File: src/rtl/control_sequencer.sv
// Multi-cycle control sequencer for the mARC control unit: one-hot state register,
// memory request/acknowledge stalls, halt/resume and a retired-instruction counter.
module control_sequencer #(
  parameter int CNT_W = 16
) (
  input  logic             clk,
  input  logic             rst,
  input  logic             opc1,
  input  logic [3:0]       opc2,
  input  logic             mem_ack,
  input  logic             halt_req,
  input  logic             run,
  output logic [13:0]      state,
  output logic             mem_req,
  output logic             ir_load,
  output logic             pc_update,
  output logic             halted,
  output logic [CNT_W-1:0] instr_count
);

  localparam logic [13:0] S_IF     = 14'h0001;
  localparam logic [13:0] S_ID     = 14'h0002;
  localparam logic [13:0] S_OF_ALU = 14'h0004;
  localparam logic [13:0] S_EX_ALU = 14'h0008;
  localparam logic [13:0] S_OF_MEM = 14'h0010;
  localparam logic [13:0] S_EX_MEM = 14'h0020;
  localparam logic [13:0] S_OF_JMP = 14'h0040;
  localparam logic [13:0] S_EX_JMP = 14'h0080;
  localparam logic [13:0] S_OF_SET = 14'h0100;
  localparam logic [13:0] S_EX_SET = 14'h0200;
  localparam logic [13:0] S_LINK   = 14'h0400;
  localparam logic [13:0] S_CALL   = 14'h0800;
  localparam logic [13:0] S_UPC    = 14'h1000;
  localparam logic [13:0] S_HALT   = 14'h2000;

  logic [13:0]      state_q, state_d;
  logic [CNT_W-1:0] cnt_q, cnt_d;

  // Instruction class is decided only in ID; opcode fields are don't-care elsewhere.
  function automatic logic [13:0] decode_class(input logic f_call, input logic [3:0] f_op);
    logic [13:0] nxt;
    if (f_call)                    nxt = S_LINK;
    else if (f_op[3:1] == 3'b011)  nxt = S_OF_MEM;
    else if (f_op == 4'b1001)      nxt = S_OF_JMP;
    else if (f_op[3:1] == 3'b101)  nxt = S_OF_SET;
    else                           nxt = S_OF_ALU;
    return nxt;
  endfunction

  // NOTE: every signal assigned in always_comb gets a default first, so no path infers a latch.
  always_comb begin
    state_d = state_q;
    case (state_q)
      S_IF:     if (mem_ack) state_d = S_ID;
      S_ID:     state_d = decode_class(opc1, opc2);
      S_OF_ALU: state_d = S_EX_ALU;
      S_OF_MEM: state_d = S_EX_MEM;
      S_OF_JMP: state_d = S_EX_JMP;
      S_OF_SET: state_d = S_EX_SET;
      S_LINK:   state_d = S_CALL;
      S_EX_MEM: if (mem_ack) state_d = S_UPC;
      S_EX_ALU,
      S_EX_JMP,
      S_EX_SET,
      S_CALL:   state_d = S_UPC;
      S_UPC:    state_d = halt_req ? S_HALT : S_IF;
      S_HALT:   if (run) state_d = S_IF;
      // Any non-one-hot value recovers to a fresh fetch.
      default:  state_d = S_IF;
    endcase
  end

  always_comb begin
    cnt_d = cnt_q;
    if (state_q == S_UPC) cnt_d = cnt_q + 1'b1;
  end

  // NOTE: sequential state uses non-blocking assignments so all registers update together.
  always_ff @(posedge clk) begin
    if (rst) begin
      state_q <= S_IF;
      cnt_q   <= '0;
    end else begin
      state_q <= state_d;
      cnt_q   <= cnt_d;
    end
  end

  assign state       = state_q;
  assign mem_req     = (state_q == S_IF) || (state_q == S_EX_MEM);
  assign ir_load     = (state_q == S_IF) && mem_ack;
  assign pc_update   = (state_q == S_UPC);
  assign halted      = (state_q == S_HALT);
  assign instr_count = cnt_q;

endmodule
File: config.mk
export PLATFORM = sky130hd
export DESIGN_NAME = control_sequencer
export DESIGN_NICKNAME = d
export VERILOG_FILES = /design/src/rtl/control_sequencer.sv
export SDC_FILE = /design/constraint.sdc
export NUM_CORES = 1
export LEC_CHECK = 0
export BUFFER_PORTS_ARGS = -buffer_cell sky130_fd_sc_hd__buf_2
export CAP_MARGIN = 10
export CELL_PAD_IN_SITES_DETAIL_PLACEMENT = 1
export CELL_PAD_IN_SITES_GLOBAL_PLACEMENT = 1
export CORE_MARGIN = 2
export CORE_UTILIZATION = 35
export CTS_CLUSTER_SIZE = 14
export DETAILED_ROUTE_END_ITERATION = 10
export PLACE_DENSITY_LB_ADDON = 0.25
export SLEW_MARGIN = 15
export SYNTH_ARGS = -nofsm -noshare
export SYNTH_HDL_FRONTEND = slang
export SYNTH_SLANG_ARGS = --single-unit
export TNS_END_PERCENT = 20
File: constraint.sdc
create_clock -name clk -period 3.8 [get_ports clk]
set_clock_uncertainty 0.1 [all_clocks]
set_input_delay 0.76 -clock clk [delete_from_list [all_inputs] [get_ports clk]]
set_output_delay 0.76 -clock clk [all_outputs]
set_load 0.01 [all_outputs]
# Word level (Yosys, flattened, before mapping)
# Index checks and enable logic that the tools add are counted.
[classes]
addsub = 1
multipliers = 0
div = 0
magnitude_cmp = 0
n_eq_ne = 20
n_shift = 0
muxes = 9
bitwise = 0
reduce_logical = 4
[op_table]
columns = ["op", "count"]
rows = [
  ["14-bit one-hot mux with 11 select lines", 1],
  ["14-bit 2-to-1 mux", 4],
  ["9-bit 2-to-1 mux", 3],
  ["16-bit by 1-bit adder with 16-bit output (second input constant)", 1],
  ["14-bit by 1-bit == test with 1-bit output (second input constant)", 1],
  ["14-bit by 10-bit == test with 1-bit output (second input constant)", 1],
  ["14-bit by 11-bit == test with 1-bit output (second input constant)", 1],
  ["14-bit by 12-bit == test with 1-bit output (second input constant)", 1],
  ["14-bit by 13-bit == test with 1-bit output (second input constant)", 1],
  ["14-bit == test (second input constant)", 1],
  ["14-bit by 2-bit == test with 1-bit output (second input constant)", 1],
  ["14-bit by 3-bit == test with 1-bit output (second input constant)", 1],
  ["14-bit by 4-bit == test with 1-bit output (second input constant)", 1],
  ["14-bit by 5-bit == test with 1-bit output (second input constant)", 1],
  ["14-bit by 6-bit == test with 1-bit output (second input constant)", 1],
  ["14-bit by 7-bit == test with 1-bit output (second input constant)", 1],
  ["14-bit by 8-bit == test with 1-bit output (second input constant)", 1],
  ["14-bit by 9-bit == test with 1-bit output (second input constant)", 1],
  ["11-bit 2-to-1 mux", 1],
  ["2-bit inequality test (second input constant)", 3],
  ["4-bit == test (second input constant)", 1],
  ["4-bit OR reduction", 1],
  ["3-bit by 2-bit == test with 1-bit output (second input constant)", 1],
  ["3-bit == test (second input constant)", 1],
  ["other kinds (3)", 3],
]
[totals]
regBits = 30
latch_bits = 0
ramBits = 0
rom_bits = 0
inputBits = 10
out_inout_bits = 34
wordCells = 36
n_memories = 0

# Logic depth before layout (Yosys ltp)
[logic_depth]
depth_word = 6
mapped_depth = 8
depth_no_buf = 6

# Worst setup path after synthesis
# Ideal clock, no wire load.
[synth_path]
path_kind = "reg2out"
from = "register state_q[7], in the netlist state[7]"
to = "output port halted"
arrival_time_ns = 1.795
t_required_ns = 2.940
path_slack_ns = 1.145
path_stages_with_launch = 5
path_buffers = 0
cell_sequence = "dfxtp_1 -> or4_1 -> nor3_1 -> nand2b_1 -> nor4_1"
[synth_between]
elab_chain_cells = 1
[synth_rtl]
columns = ["item", "line_no", "source"]
rows = [
  ["from (decl)", "36", "logic [13:0] state_q, state_d;"],
  ["from (signal assigned)", "84", "state_q <= state_d;"],
  ["14-bit == test", "93", "assign halted = (state_q == S_HALT);"],
  ["to (decl)", "17", "output logic halted,"],
]
# Every way passes these cells.

# Worst setup path in the final report
# Same ends and word-level chain as after synthesis.

==> results.py <==
metrics = {
    "timing": {
        "period_needed_ns": 3.16,
        "fmax_ghz": 0.317,
        "finalSetupViolCount": 0,
        "worst_pin_slew_ns": 0.470,
        "fin_crit_sh_pct": 83.1,
        "finalMaxSlewViolations": 0,
        "fin_setup_tns_ns": 0,
        "maxSlewHeadroom_pct": 68.4,
        "final_hold_viol_count": 0,
        "rsz0062_at_grt": "false",
    },
    "synth": {
        "synth_area_um2": 1490,
        "synthDistinctLibCells": 38,
        "synth_cells": 176,
        "yosys_warnings": 0,
        "synth_edf_count": 0,
        "yosysMostFrequentCell": "dfxtp_1",
        "ys_seq_area_share_pct": 40.4,
        "synthTopCellsByArea": "dfxtp_1 40%, xnor2_1 5.9%, nor2_1 5.6%",
        "synth_nets": 187,
        "synth-seq-cells": 30,
        "synth_top_area_share_pct": 40.4,
        "async_reset_ff_share_pct": 0,
        "avgSynthCellArea_um2": 8.45,
        "synth_ff_type": "dfxtp_1",
        "synth_largest_area_cell": "dfxtp_1",
        "ys_top_cells_by_count": "30 x dfxtp_1, 22 x nor2_1, 10 x xnor2_1",
    },
    "critical_path": {
        "cpPeakStageDelay_ns": 0.63,
        "worstPathArrival_ns": 2.30,
        "required_ns": 2.94,
        "path_max_fanout": 6,
        "startpoint": "state[7]$_SDFFE_PP0P_",
        "start_kind": "register",
        "cp-end-kind": "output port",
        "critPathSlowestCell": "or4_1",
        "path_class": "reg2out",
        "crit_chain": "or4_1 -> nor3_1 -> nand2b_1 -> nor4_1 -> buf_2",
        "r2r_start": "state[5]$_SDFFE_PP0P_",
    },
    "cts": {
        "cts_hold_buf": 0,
        "path_clk_slew_ns": 0.07,
        "cts_inserted_buffers": 5,
        "post_cts_buffers": 0,
        "cts_buffer_depth": 2,
        "htree_levels": 2,
        "numClockSinks": 30,
        "ctsResizeCount": 0,
        "worstSkewPairLatency_ns": 0.28,
        "cts_root_buffer": "clkbuf_8",
        "cts_tree": "done",
    },
    "route": {
        "via_per_inst": 5.40,
        "vias": 1463,
        "routedWlPerCell_um": 15.0,
        "drt_iter0_drc": 26,
        "drt-pass1-iter-count": 4,
        "ant_nets": 0,
        "drc": 0,
        "wirelength_um": 4070,
    },
    "floorplanning": {
        "die_w_um": 69.2,
        "dieArea_um2": 4780,
        "rows": 23,
        "ioPinCount": 44,
        "die_y_um": 69.2,
        "coreArea_um2": 4060,
        "start_util_pct": 36.6,
    },
    "power": {
        "pwr-share-comb_pct": 17.7,
        "irDropWorstVdd_uv": 306,
        "p_clk_share_pct": 35.6,
        "netSwitchingFraction_pct": 28.8,
        "seqPwrFrac_pct": 46.8,
        "power_density_nw_per_um2": 404,
        "p_switching_mw": 0.212,
        "leakagePower_nw": 0.783,
        "internal-power_mw": 0.525,
    },
    "grt": {
        "grt_pass1_wl_um": 7040,
        "grt_max_degree": 23,
        "overflow": 0,
        "antenna_found_initial": 0,
        "grt_pass1_vias": 1501,
        "grtUsageTotal_pct": 18.0,
    },
    "finish": {
        "fin_nets": 231,
        "area_growth_pct": 22.7,
        "fillers": 523,
        "antenna_cells": 0,
        "drive_gt1_share_pct": 24.4,
        "fin_cells": 271,
    },
    "flow_run": {
        "cap_viol_max_count": 0,
    },
    "placed_design": {
        "hpwl_um": 3220,
        "dp_cells": 263,
        "place_congestion": 0.831,
        "portBuffers": 43,
    },
    "status": {
        "outcome": "finished, final reports clean",
    },
    "min_path": {
        "min_from": "instr_count[15]$_SDFFE_PP0N_",
        "hold_class": "reg2reg",
    },
}
-- path summary, 6_finish.rpt --
kind	endpoint	slack (ns)	depth (start not counted)
hold / removal	instr_count[15]$_SDFFE_PP0N_	0.39	2
setup / recovery	halted	0.64	5
setup reg to reg	state[0]$_SDFFE_PP1P_	1.43	6
hold reg to reg	instr_count[15]$_SDFFE_PP0N_	0.39	2
-- worst max-delay path: cells and delay by family (launching register included) --
| kind | cells | cell delay [ns] |
|---|---|---|
| and+or+nand+nor | 4 | 1.50 |
| DFF | 1 | 0.34 |
| buffers and inverters | 1 | 0.19 |
-- per-layer routing --
metal,track usage [%],wire length [um],vias up
met3,5.52,206,6
met1,21.1,1740,711
met5,0,0,-
met2,31.6,2080,32
met4,4.79,43,0
li1,-,-,714
-- kinds of logic after synthesis --
logic type               after synthesis  share of synthesized area, %
buffers and inverters                 10                          3.11
XOR/XNOR                              16                          9.43
flip-flops                            30                          40.4
AO/OA/AOI/OAI                         22                          9.18
multiplexers                           1                         0.673
AND/OR/NAND/NOR                       96                          36.4
adder cells (fa/ha/maj)                1                         0.842
-- power groups by stage --
stage                     combinational [mW]  clock (mW)  sequential [mW]
after floorplan                       0.0981           0            0.338
after global placement                 0.125           0            0.350
after detailed placement               0.131           0            0.351
after CTS                              0.132       0.272            0.344
after global routing                   0.146       0.286            0.347
final                                  0.130       0.262            0.344
-- sequential cells by signal (all words and copies together) (netlist names) --
name	cells
instr_count	16
state	14
-- through the flow --
| step | area [um2] | hold WS, ns | setup slack (ns) | utilization (%) | total power, mW |
|---|---|---|---|---|---|
| floorplan | 1490 | 0.402 | 1.15 | - | 0.436 |
| global placement | 1730 | 0.366 | 1.12 | 42.7 | 0.475 |
| detailed placement | 1730 | 0.389 | 0.932 | 42.7 | 0.482 |
| CTS | 1820 | 0.398 | 0.621 | 45.0 | 0.748 |
| global route | 1820 | 0.435 | 0.480 | 45.0 | 0.779 |
| finish | 1820 | 0.388 | 0.644 | 45.0 | 0.737 |
-- cells in the final DEF, fill, tap and decap left out, types with 2 or more instances in the layout --
cell / n
a21oi_1: 8
o21bai_1: 2
dfxtp_1: 30
clkbuf_8: 6
o21ai_0: 8
nand2_1: 8
nor4b_1: 2
nor3b_1: 2
nor2_1: 22
nand4_1: 6
xnor2_1: 10
buf_2: 43
nor3_1: 8
and3_1: 4
xor2_1: 6
nand3_1: 7
nor4_1: 7
and4b_1: 2
or4_1: 3
or3_1: 8
inv_1: 4
nor2b_1: 3
nand2b_1: 6
-- final cells by class --
type | instances | area, um2 | share of cell area, %
inverter | 4 | 15.0 | 0.823
sequential | 30 | 601 | 32.9
multi-input combinational | 136 | 840 | 46.0
clock buffer | 7 | 86.3 | 4.73
clock inverter | 1 | 5.00 | 0.274
tap | 50 | 62.6 | 3.43
timing repair buffer | 43 | 215 | 11.8
No activity file was read; power rests on OpenSTA's default activity.
